## src/rtl/stage_mem.sv

```systemverilog
// -----------------------------------------------------------------------------
// stage_mem -- memory stage of an in-order RISC-V style pipeline.
//
// Takes the execute-stage result and either forwards it to write-back after one
// cycle (non-memory ops and misaligned accesses) or runs one classic Wishbone
// data-bus cycle for an aligned LOAD/STORE. It stalls execute until the bus
// answers, then retires with load data or an access fault.
//
// Build option:
//   BUS_TIMEOUT_EN  -- when defined, a bus cycle with no ack/err after
//                      TIMEOUT_CYCLES WAIT cycles is retired as an access fault.
//                      When undefined the stage waits for ack/err indefinitely.
//
// Ports:
//   clk_i, rst_i                      clock (rising edge), async active-low reset
//   valid_i, pc_i, instruction_i,     execute-stage result; held stable by the
//   funct3_i, alu_d_i, rs2_d_i        execute stage while stall_o is high
//   e_illegal_inst_i,                 upstream exceptions, passed through
//   e_inst_addr_mis_i
//   flush_i                           kill stage contents (exception in WB)
//   stall_o                           hold the execute stage
//   dwbm_*                            Wishbone data-bus master
//   valid_o .. e_access_fault_o       write-back registers
// -----------------------------------------------------------------------------
module stage_mem #(
    parameter int unsigned TIMEOUT_CYCLES = 255
) (
    input  logic        clk_i,
    input  logic        rst_i,

    input  logic        valid_i,
    input  logic [31:0] pc_i,
    input  logic [31:0] instruction_i,
    input  logic [2:0]  funct3_i,
    input  logic [31:0] alu_d_i,
    input  logic [31:0] rs2_d_i,
    input  logic        e_illegal_inst_i,
    input  logic        e_inst_addr_mis_i,
    input  logic        flush_i,
    output logic        stall_o,

    output logic [31:0] dwbm_addr_o,
    output logic [31:0] dwbm_dat_o,
    output logic [3:0]  dwbm_sel_o,
    output logic        dwbm_we_o,
    output logic        dwbm_cyc_o,
    output logic        dwbm_stb_o,
    input  logic [31:0] dwbm_dat_i,
    input  logic        dwbm_ack_i,
    input  logic        dwbm_err_i,

    output logic        valid_o,
    output logic [31:0] pc_o,
    output logic [31:0] instruction_o,
    output logic [31:0] alu_d_o,
    output logic [31:0] mem_d_o,
    output logic [31:0] mem_addr_o,
    output logic [2:0]  funct3_o,
    output logic        e_illegal_inst_o,
    output logic        e_inst_addr_mis_o,
    output logic        e_ld_addr_mis_o,
    output logic        e_st_addr_mis_o,
    output logic        e_access_fault_o
);

    localparam logic [6:0] OPC_LOAD  = 7'b0000011;
    localparam logic [6:0] OPC_STORE = 7'b0100011;

    typedef enum logic {ST_IDLE, ST_WAIT} state_t;

    state_t state, state_nxt;

    // Registered bus strobes; the ports gate them with flush_i so an aborted
    // cycle disappears in the same clock the flush is raised.
    logic cyc_q, stb_q;

    // ---------------------------------------------------------------- decode
    logic is_load, is_store, misaligned, mem_go;
    logic timeout, bus_done;

    assign is_load    = (instruction_i[6:0] == OPC_LOAD);
    assign is_store   = (instruction_i[6:0] == OPC_STORE);
    assign misaligned = ((funct3_i[1:0] == 2'b01) && alu_d_i[0]) ||
                        ((funct3_i[1:0] == 2'b10) && (alu_d_i[1:0] != 2'b00));
    assign mem_go     = valid_i && (is_load || is_store) && !misaligned && !flush_i;
    assign bus_done   = dwbm_ack_i || dwbm_err_i || timeout;

    // --------------------------------------------------------------- timeout
`ifdef BUS_TIMEOUT_EN
    localparam int unsigned CNT_W = $clog2(TIMEOUT_CYCLES + 1);

    logic [CNT_W-1:0] wait_cnt;

    // Counts completed WAIT cycles; the Nth WAIT cycle is the timeout cycle.
    assign timeout = (state == ST_WAIT) && (wait_cnt == CNT_W'(TIMEOUT_CYCLES - 1));

    always_ff @(posedge clk_i or negedge rst_i) begin
        if (!rst_i) begin
            wait_cnt <= '0;
        end else if ((state == ST_WAIT) && (state_nxt == ST_WAIT)) begin
            wait_cnt <= wait_cnt + CNT_W'(1);
        end else begin
            wait_cnt <= '0;
        end
    end
`else
    // No timeout in this build; the parameter only matters with the counter.
    assign timeout = 1'b0 & (TIMEOUT_CYCLES != 0);
`endif

    // ------------------------------------------------------------------- FSM
    // NOTE: sequential state uses non-blocking (<=) so every register samples
    // pre-edge values; blocking here would create order-dependent races.
    always_ff @(posedge clk_i or negedge rst_i) begin
        if (!rst_i) state <= ST_IDLE;
        else        state <= state_nxt;
    end

    // NOTE: every output of this block gets a default first, so no path
    // leaves a signal unassigned and no latch is inferred.
    always_comb begin
        state_nxt = state;
        stall_o   = 1'b0;
        case (state)
            ST_IDLE: begin
                if (mem_go) begin
                    state_nxt = ST_WAIT;
                    stall_o   = 1'b1;
                end
            end
            ST_WAIT: begin
                if (flush_i || bus_done) state_nxt = ST_IDLE;
                else                     stall_o   = 1'b1;
            end
            default: state_nxt = ST_IDLE;
        endcase
        // The execute stage must be free to move while reset is held.
        if (!rst_i) stall_o = 1'b0;
    end

    // ------------------------------------------------------- bus formatting
    logic [3:0]  sel_nxt;
    logic [31:0] dat_nxt;
    logic [7:0]  ld_byte;
    logic [15:0] ld_half;
    logic [31:0] ld_data;

    always_comb begin
        sel_nxt = 4'b1111;
        dat_nxt = 32'h0;
        if (is_store) begin
            case (funct3_i[1:0])
                2'b00: begin
                    sel_nxt = 4'b0001 << alu_d_i[1:0];
                    dat_nxt = {4{rs2_d_i[7:0]}};
                end
                2'b01: begin
                    sel_nxt = 4'b0011 << alu_d_i[1:0];
                    dat_nxt = {2{rs2_d_i[15:0]}};
                end
                default: begin
                    sel_nxt = 4'b1111;
                    dat_nxt = rs2_d_i;
                end
            endcase
        end
    end

    // Execute is stalled during WAIT, so funct3_i/alu_d_i still describe the
    // access in flight when the ack arrives.
    assign ld_byte = dwbm_dat_i[{alu_d_i[1:0], 3'b000} +: 8];
    assign ld_half = alu_d_i[1] ? dwbm_dat_i[31:16] : dwbm_dat_i[15:0];

    always_comb begin
        case (funct3_i)
            3'b000:  ld_data = {{24{ld_byte[7]}}, ld_byte};
            3'b001:  ld_data = {{16{ld_half[15]}}, ld_half};
            3'b100:  ld_data = {24'h0, ld_byte};
            3'b101:  ld_data = {16'h0, ld_half};
            default: ld_data = dwbm_dat_i;
        endcase
    end

    assign dwbm_cyc_o = cyc_q && !flush_i;
    assign dwbm_stb_o = stb_q && !flush_i;

    // ------------------------------------------- bus and write-back registers
    always_ff @(posedge clk_i or negedge rst_i) begin
        if (!rst_i) begin
            cyc_q             <= 1'b0;
            stb_q             <= 1'b0;
            dwbm_addr_o       <= '0;
            dwbm_dat_o        <= '0;
            dwbm_sel_o        <= '0;
            dwbm_we_o         <= 1'b0;
            valid_o           <= 1'b0;
            pc_o              <= '0;
            instruction_o     <= '0;
            alu_d_o           <= '0;
            mem_d_o           <= '0;
            mem_addr_o        <= '0;
            funct3_o          <= '0;
            e_illegal_inst_o  <= 1'b0;
            e_inst_addr_mis_o <= 1'b0;
            e_ld_addr_mis_o   <= 1'b0;
            e_st_addr_mis_o   <= 1'b0;
            e_access_fault_o  <= 1'b0;
        end else if (flush_i) begin
            // Abort: any later bus response lands in IDLE and is ignored.
            cyc_q             <= 1'b0;
            stb_q             <= 1'b0;
            valid_o           <= 1'b0;
            e_illegal_inst_o  <= 1'b0;
            e_inst_addr_mis_o <= 1'b0;
            e_ld_addr_mis_o   <= 1'b0;
            e_st_addr_mis_o   <= 1'b0;
            e_access_fault_o  <= 1'b0;
        end else begin
            case (state)
                ST_IDLE: begin
                    if (mem_go) begin
                        cyc_q       <= 1'b1;
                        stb_q       <= 1'b1;
                        dwbm_addr_o <= {alu_d_i[31:2], 2'b00};
                        dwbm_we_o   <= is_store;
                        dwbm_sel_o  <= sel_nxt;
                        dwbm_dat_o  <= dat_nxt;
                        valid_o     <= 1'b0;
                    end else if (valid_i) begin
                        // Non-memory op or misaligned access: retire now.
                        valid_o           <= 1'b1;
                        pc_o              <= pc_i;
                        instruction_o     <= instruction_i;
                        funct3_o          <= funct3_i;
                        alu_d_o           <= alu_d_i;
                        mem_d_o           <= '0;
                        mem_addr_o        <= alu_d_i;
                        e_illegal_inst_o  <= e_illegal_inst_i;
                        e_inst_addr_mis_o <= e_inst_addr_mis_i;
                        e_ld_addr_mis_o   <= is_load && misaligned;
                        e_st_addr_mis_o   <= is_store && misaligned;
                        e_access_fault_o  <= 1'b0;
                    end else begin
                        valid_o           <= 1'b0;
                        e_illegal_inst_o  <= 1'b0;
                        e_inst_addr_mis_o <= 1'b0;
                        e_ld_addr_mis_o   <= 1'b0;
                        e_st_addr_mis_o   <= 1'b0;
                        e_access_fault_o  <= 1'b0;
                    end
                end
                ST_WAIT: begin
                    if (bus_done) begin
                        cyc_q             <= 1'b0;
                        stb_q             <= 1'b0;
                        valid_o           <= 1'b1;
                        pc_o              <= pc_i;
                        instruction_o     <= instruction_i;
                        funct3_o          <= funct3_i;
                        alu_d_o           <= alu_d_i;
                        mem_addr_o        <= alu_d_i;
                        e_illegal_inst_o  <= e_illegal_inst_i;
                        e_inst_addr_mis_o <= e_inst_addr_mis_i;
                        e_ld_addr_mis_o   <= 1'b0;
                        e_st_addr_mis_o   <= 1'b0;
                        // err wins over a simultaneous ack.
                        if (dwbm_err_i || timeout) begin
                            e_access_fault_o <= 1'b1;
                            mem_d_o          <= '0;
                        end else begin
                            e_access_fault_o <= 1'b0;
                            mem_d_o          <= is_load ? ld_data : 32'h0;
                        end
                    end else begin
                        valid_o <= 1'b0;
                    end
                end
                default: valid_o <= 1'b0;
            endcase
        end
    end

endmodule

```

## config.mk

```make
export PLATFORM = sky130hd
export DESIGN_NAME = stage_mem
export DESIGN_NICKNAME = d
export VERILOG_FILES = /design/src/rtl/stage_mem.sv
export SDC_FILE = /design/constraint.sdc
export NUM_CORES = 1
export LEC_CHECK = 0
export BUFFER_PORTS_ARGS = -buffer_cell sky130_fd_sc_hd__buf_2
export CORE_AREA = 3 3 160 162
export DETAILED_ROUTE_END_ITERATION = 16
export DIE_AREA = 0 0 163 165
export GPL_ROUTABILITY_DRIVEN = 0
export HOLD_SLACK_MARGIN = 0.05
export PLACE_DENSITY = 0.65
export SLEW_MARGIN = 20
export SYNTH_ARGS = -nofsm -noshare
export SYNTH_HDL_FRONTEND = slang
export SYNTH_SLANG_ARGS = --single-unit
```

## constraint.sdc

```tcl
create_clock -name clk_i -period 4.3 [get_ports clk_i]
set_input_delay 0.645 -clock clk_i [delete_from_list [all_inputs] [get_ports clk_i]]
set_output_delay 0.645 -clock clk_i [all_outputs]
set_load 0.02 [all_outputs]
```

==> results of run 1 <==
## final cells by class
cell class              instances  area, sq um  share of cell area [%]
diodes                          2        5.005                 0.04203
clock buffers                  31        665.6                   5.589
clock inverters                 8        71.32                  0.5989
inverters                      12        45.04                  0.3782
multi-input cells             708         3393                   28.49
flip-flops and latches        206         5155                   43.29
well taps                     324        405.4                   3.404
repair buffers                419         2168                   18.21
## through the flow
step	instances	power [mW]	utilization [%]
floorplan	1024	2.787	-
global placement	1669	3.144	46.03
detailed placement	1669	3.159	46.04
CTS	1708	5.085	49.08
global route	1709	5.264	49.10
finish	1710	5.028	49.11
## cells in the mapped netlist, types with 2 or more instances
master and n:
a21oi_1 23, mux2i_1 10, nand2_1 484, inv_1 11
o22ai_1 2, or4_1 2, buf_4 38, nor3_1 2
buf_2 30, o221ai_1 7, nand2b_1 3, a31oi_1 3
o21ai_0 51, a221oi_1 8, o21ai_1 2, nand3_1 34
dfrtp_1 206, o2111ai_1 7, nor2_1 13, mux2_2 28
nor2b_1 6, or3b_2 2, clkbuf_1 29
## registers in the layout, indices dropped and copies added (netlist names), 3 cells and up
name,count
dwbm_dat_o,32
mem_addr_o,32
instruction_o,32
pc_o,32
dwbm_addr_o,30
funct3_o,3
mem_d_o,32
dwbm_sel_o,4
## critical path, cell delays in order
cell,delay [ns]
buf_2,0.52
nand2_1,0.19
o22ai_4,0.34
o22ai_1,0.24
nor2b_1,0.19
and2_1,0.16
buf_2,0.15
## where the power goes
part	internal (mW)	switching [mW]	total, mW
logic	0.308	0.613	0.921
registers	2.10	0.0972	2.20
clock network	1.14	0.773	1.91
total	3.55	1.48	5.03
## cells by family after synthesis
logic type	synth area share, %
muxes	4.550
buffers and inverters	6.497
AOI/OAI and AO/OA	7.607
DFF	56.47
other	0.04108
and+or+nand+nor	24.84
## worst paths after layout
kind                                   to  cells after the start      startpoint  slack, ns
min reg2reg                dwbm_dat_o[13]                      2  dwbm_dat_o[13]       0.46
min in group clk_i               pc_o[22]                      3        pc_i[22]       0.34
min                            mem_d_o[6]                      1           rst_i       0.13
max                               stall_o                      7     funct3_i[0]       1.20
max in group asynchronous   mem_addr_o[7]                      2           rst_i       2.76
max reg2reg                   mem_d_o[29]                      6           state       1.92
## routing by layer
layer	vias up	share of wire, %	routed length (um)	track usage (%)
li1	3957	-	-	-
met1	3863	42	12390	27.50
met2	320	49	14380	35.45
met3	41	7.0	2065	3.812
met4	0	2.6	772	6.459
met5	-	0	0	0
==> impl_metrics.py, run 1 <==
metrics = {
    "min_path": {
        "min_path_type": "in -> async",
    },
    "routing": {
        "drtPass1Iterations": 5,
        "viasPerCell": 4.784,
        "wl_per_cell_um": 17.32,
        "drc": 0,
        "via_count": 8181,
        "routed_wl_um": 29610,
        "drtIter0Drc": 464,
        "drt.antenna.violating_nets": 0,
    },
    "sta": {
        "fin_tns_setup_ns": 0,
        "max_freq_mhz": 322.9,
        "final.setup.worst_slack_ns": 1.204,
        "min_period_ns": 3.096,
        "tightest_slew_ns": 0.9789,
        "fin_crit_sh_pct": 72.01,
        "hold_viol_final": 0,
        "final-max-slew-violation-count": 0,
        "slew_headroom_pct": 34.74,
        "holdWs_ns": 0.1325,
        "rsz0062_at_grt": "no",
        "skew_ns": 0.009785,
        "setup_viol": 0,
    },
    "worst_setup_path": {
        "startpoint_type": "primary input",
        "arrival_ns": 2.45,
        "cp.required_ns": 3.65,
        "worstPathMaxFanout": 27,
        "crit_type": "in -> out",
        "end_kind": "output port",
    },
    "yosys": {
        "synth_top_area_share_pct": 56.47,
        "avgSynthCellArea_sq_um": 8.924,
        "synth_area_sq_mm": 0.009129,
        "syn_inst": 1023,
        "synth_edf_count": 0,
        "ys_types": 45,
        "synth-seq-cells": 206,
        "synth_area_leaders": "dfrtp_1 (56%), nand2_1 (20%), mux2_2 (3.5%), buf_4 (3.1%), o21ai_0 (2.8%)",
        "yosysWarningCount": 0,
        "ys.flop_type": "dfrtp_1",
        "seq_area_frac_synth_pct": 56.47,
        "yosysTopAreaCell": "dfrtp_1",
        "synthArstFlopShare_pct": 100.0,
    },
    "clock_network": {
        "clk_pin_slew_ns": 0.06,
        "clock_latency_ns": 0.49,
        "clockBufferDepth": 3,
        "cts_setup_buffers": 0,
        "root_buffer": "clkbuf_16",
        "cts_tree": "built",
        "h-tree-depth": 1,
        "cts_resized": 0,
        "clkSinkCount": 206,
        "ctsHoldBuffers": 0,
        "cts_buffers": 23,
    },
    "floorplan": {
        "die_h_um": 165,
        "coreArea_sq_mm": 0.02425,
        "die_w_um": 163,
        "std_cell_rows": 57,
        "initial_core_util_pct": 37.65,
        "die-area_sq_mm": 0.02690,
        "io_pins": 412,
    },
    "cells_and_area": {
        "final_common_cell": "nand2_1",
        "final_cell_mix": "nand2_1 (484), buf_2 (408), dfrtp_1 (206)",
        "drive_above_1_share_pct": 36.05,
        "final_area_sq_mm": 0.01191,
        "area_delta_synth_final_pct": 30.45,
        "final_nets": 1541,
        "nFillCells": 2376,
    },
    "placement": {
        "hpwl_um": 21590,
        "io_buffers": 409,
        "dp_slack_ns": 1.197,
        "post_dp_cell_area_sq_mm": 0.01116,
    },
    "global_routing": {
        "grt_pass1_vias": 7921,
        "grt_start_max_net_pins": 134,
        "grt_pass1_wl_um": 44710,
        "grt_overflow": 0,
        "track_usage_pct": 20.96,
        "antenna_found_initial": 1,
    },
    "power_and_ir_drop": {
        "ir_drop_mv": 0.2691,
        "p_leak_nw": 6.801,
        "power.density_mw_per_mm2": 422.2,
    },
    "job": {
        "drv_cap": 0,
    },
    "outcome": {
        "status": "complete, no violations",
    },
}
Power figures use the tool's default switching activity.
==> inputs of run 2 (changes only) <==
==> constraint.sdc (replaced) <==
create_clock -name clk_i -period 3.19 [get_ports clk_i]
set_input_delay 0.4785 -clock clk_i [delete_from_list [all_inputs] [get_ports clk_i]]
set_output_delay 0.4785 -clock clk_i [all_outputs]
set_load 0.02 [all_outputs]
==> run 2 against run 1 <==
  * Global-route usage decreased by 0.059 points
  * Hold slack improved by 0.021 ns
  * Combinational power increased by 36%
  * Cell count increased by 0.70%
  * Critical endpoint unchanged
  * Critical path depth decreased by 2
==> impl_metrics.py, run 2 (synthesized netlist as in run 1, its figures left out) <==
metrics = {
    "floorplan": {
        "std_cell_rows": 57,
        "io_pins": 412,
        "die-area_sq_mm": 0.02690,
        "coreArea_sq_mm": 0.02425,
        "initial_core_util_pct": 37.65,
        "die_w_um": 163,
        "die_h_um": 165,
    },
    "sta": {
        "rsz0062_at_grt": "no",
        "fin_tns_setup_ns": 0,
        "setup_viol": 0,
        "tightest_slew_ns": 0.9441,
        "slew_headroom_pct": 37.06,
        "fin_crit_sh_pct": 83.02,
        "min_period_ns": 2.648,
        "skew_ns": 0.007160,
        "max_freq_mhz": 377.6,
        "final-max-slew-violation-count": 0,
        "final.setup.worst_slack_ns": 0.5418,
        "hold_viol_final": 0,
    },
    "routing": {
        "drc": 0,
        "viasPerCell": 4.772,
        "drtPass1Iterations": 5,
        "via_count": 8217,
        "routed_wl_um": 29460,
        "drtIter0Drc": 616,
        "wl_per_cell_um": 17.11,
        "drt.antenna.violating_nets": 0,
    },
    "job": {
        "drv_cap": 0,
    },
    "worst_setup_path": {
        "cp_num_buf_inv": 1,
        "end_kind": "output port",
        "cp_slowest_cell": "dfrtp_1",
        "crit_type": "reg -> out",
        "startpoint_type": "register",
        "cp.required_ns": 2.71,
        "max_stage_delay_ns": 0.51,
        "arrival_ns": 2.17,
        "worstPathMaxFanout": 9,
        "worstPathCellList": "nand4b_1 > o22ai_1 > nor2b_1 > and2_1 > buf_2",
        "cp_top_family": "simple AND/OR/NAND/NOR gates",
    },
    "placement": {
        "dp_slack_ns": 0.6702,
        "io_buffers": 409,
        "hpwl_um": 21620,
    },
    "clock_network": {
        "clkSinkCount": 206,
        "clk_pin_slew_ns": 0.06,
        "clock_latency_ns": 0.50,
        "cts_buffers": 24,
        "cts_setup_buffers": 0,
        "cts_tree": "built",
        "h-tree-depth": 1,
        "root_buffer": "clkbuf_16",
        "clockBufferDepth": 3,
    },
    "min_path": {
        "min_path_type": "in -> reg",
    },
    "power_and_ir_drop": {
        "power_frac_comb_pct": 18.3,
        "ir_drop_mv": 0.5320,
        "clkPwrFrac_pct": 38.4,
        "p_int_mw": 4.810,
        "p_leak_nw": 6.848,
        "p_seq_share_pct": 43.3,
        "sw_frac_of_total_pct": 29.64,
        "switchingPower_mw": 2.026,
        "power.density_mw_per_mm2": 571.2,
    },
    "global_routing": {
        "grt_overflow": 0,
        "grt_pass1_vias": 8019,
        "track_usage_pct": 20.90,
        "grt_start_max_net_pins": 114,
        "grt_pass1_wl_um": 44770,
        "antenna_found_initial": 2,
    },
    "cells_and_area": {
        "final_common_cell": "nand2_1",
        "final_nets": 1549,
        "final_cell_mix": "nand2_1 (484), buf_2 (408), dfrtp_1 (206)",
        "area_delta_synth_final_pct": 31.10,
        "drive_above_1_share_pct": 36.20,
    },
    "outcome": {
        "status": "complete, no violations",
    },
}
-- run 2: changes by cell type in the layout (fill, tap and decap cells not counted), sizes merged --
cell	previous run	this run
clkbuf	32	33
diode	2	3
dlygate4sd3	0	1
clkinvlp	1	0
buf	418	424
clkinv	6	9
inv	12	13
-- run 2: final timing paths --
kind	startpoint	slack, ns	end	depth (start not counted)
worst max-delay path	state	0.54	stall_o	5
max in group asynchronous	rst_i	1.58	mem_addr_o[5]	3
worst min-delay path	pc_i[17]	0.15	pc_o[17]	3
min in group asynchronous	rst_i	0.40	mem_addr_o[1]	2
worst min register to register	dwbm_dat_o[2]	0.46	dwbm_dat_o[2]	2
worst max register to register	state	0.89	instruction_o[3]	5
-- run 2: final cells by class --
cell class / instances / area [sq um]
tap: 324 / 405.4
clock inverter: 11 / 83.83
multi-input combinational: 708 / 3388
fill: 2395 / 12280
timing repair buffer: 426 / 2211
sequential: 206 / 5155
antenna: 3 / 7.507
inverter: 12 / 45.04
clock buffer: 32 / 671.9
-- run 2: what timing repair did --
action                                 in CTS  in global routing
endpoints found under the hold margin      20                  0
gates resized for setup                     0                  0
hold buffers                                1                  0
-- run 2: metrics by stage --
stage          instance area [sq um]  hold WS [ns]  power, mW  utilization [%]  std cells
2_1_floorplan                   9133        0.1829      3.756                -       1024
3_3_place_gp                   11190        0.3594      4.250            46.17       1675
3_5_place_dp                   11190        0.3607      4.268            46.17       1675
4_1_cts                        11960        0.1366      6.929            49.32       1719
5_1_grt                        11970        0.1462      7.176            49.34       1721
6_report                       11970        0.1540      6.836            49.36       1722
-- run 2: worst min-delay path, cell delays in order --
cell and delay [ns]:
buf_2 0.07, nand2_1 0.04, nand2_1 0.04
-- run 2: power by group through the flow --
stage	Clock [mW]	Combinational [mW]	Sequential [mW]
after floorplan	0	0.493	3.26
after global placement	0	1.25	3.00
after detailed placement	0	1.27	3.00
after CTS	2.70	1.27	2.96
after global routing	2.82	1.38	2.98
final	2.62	1.25	2.96
-- run 2: layer usage --
metal / part of all wire [%] / vias up / wire length [um] / GRT usage [%]
li1: - / 3988 / - / -
met1: 42 / 3868 / 12230 / 27.08
met2: 48 / 317 / 14280 / 35.01
met3: 7.8 / 44 / 2288 / 4.916
met4: 2.3 / 0 / 666 / 6.228
met5: 0 / - / 0 / 0
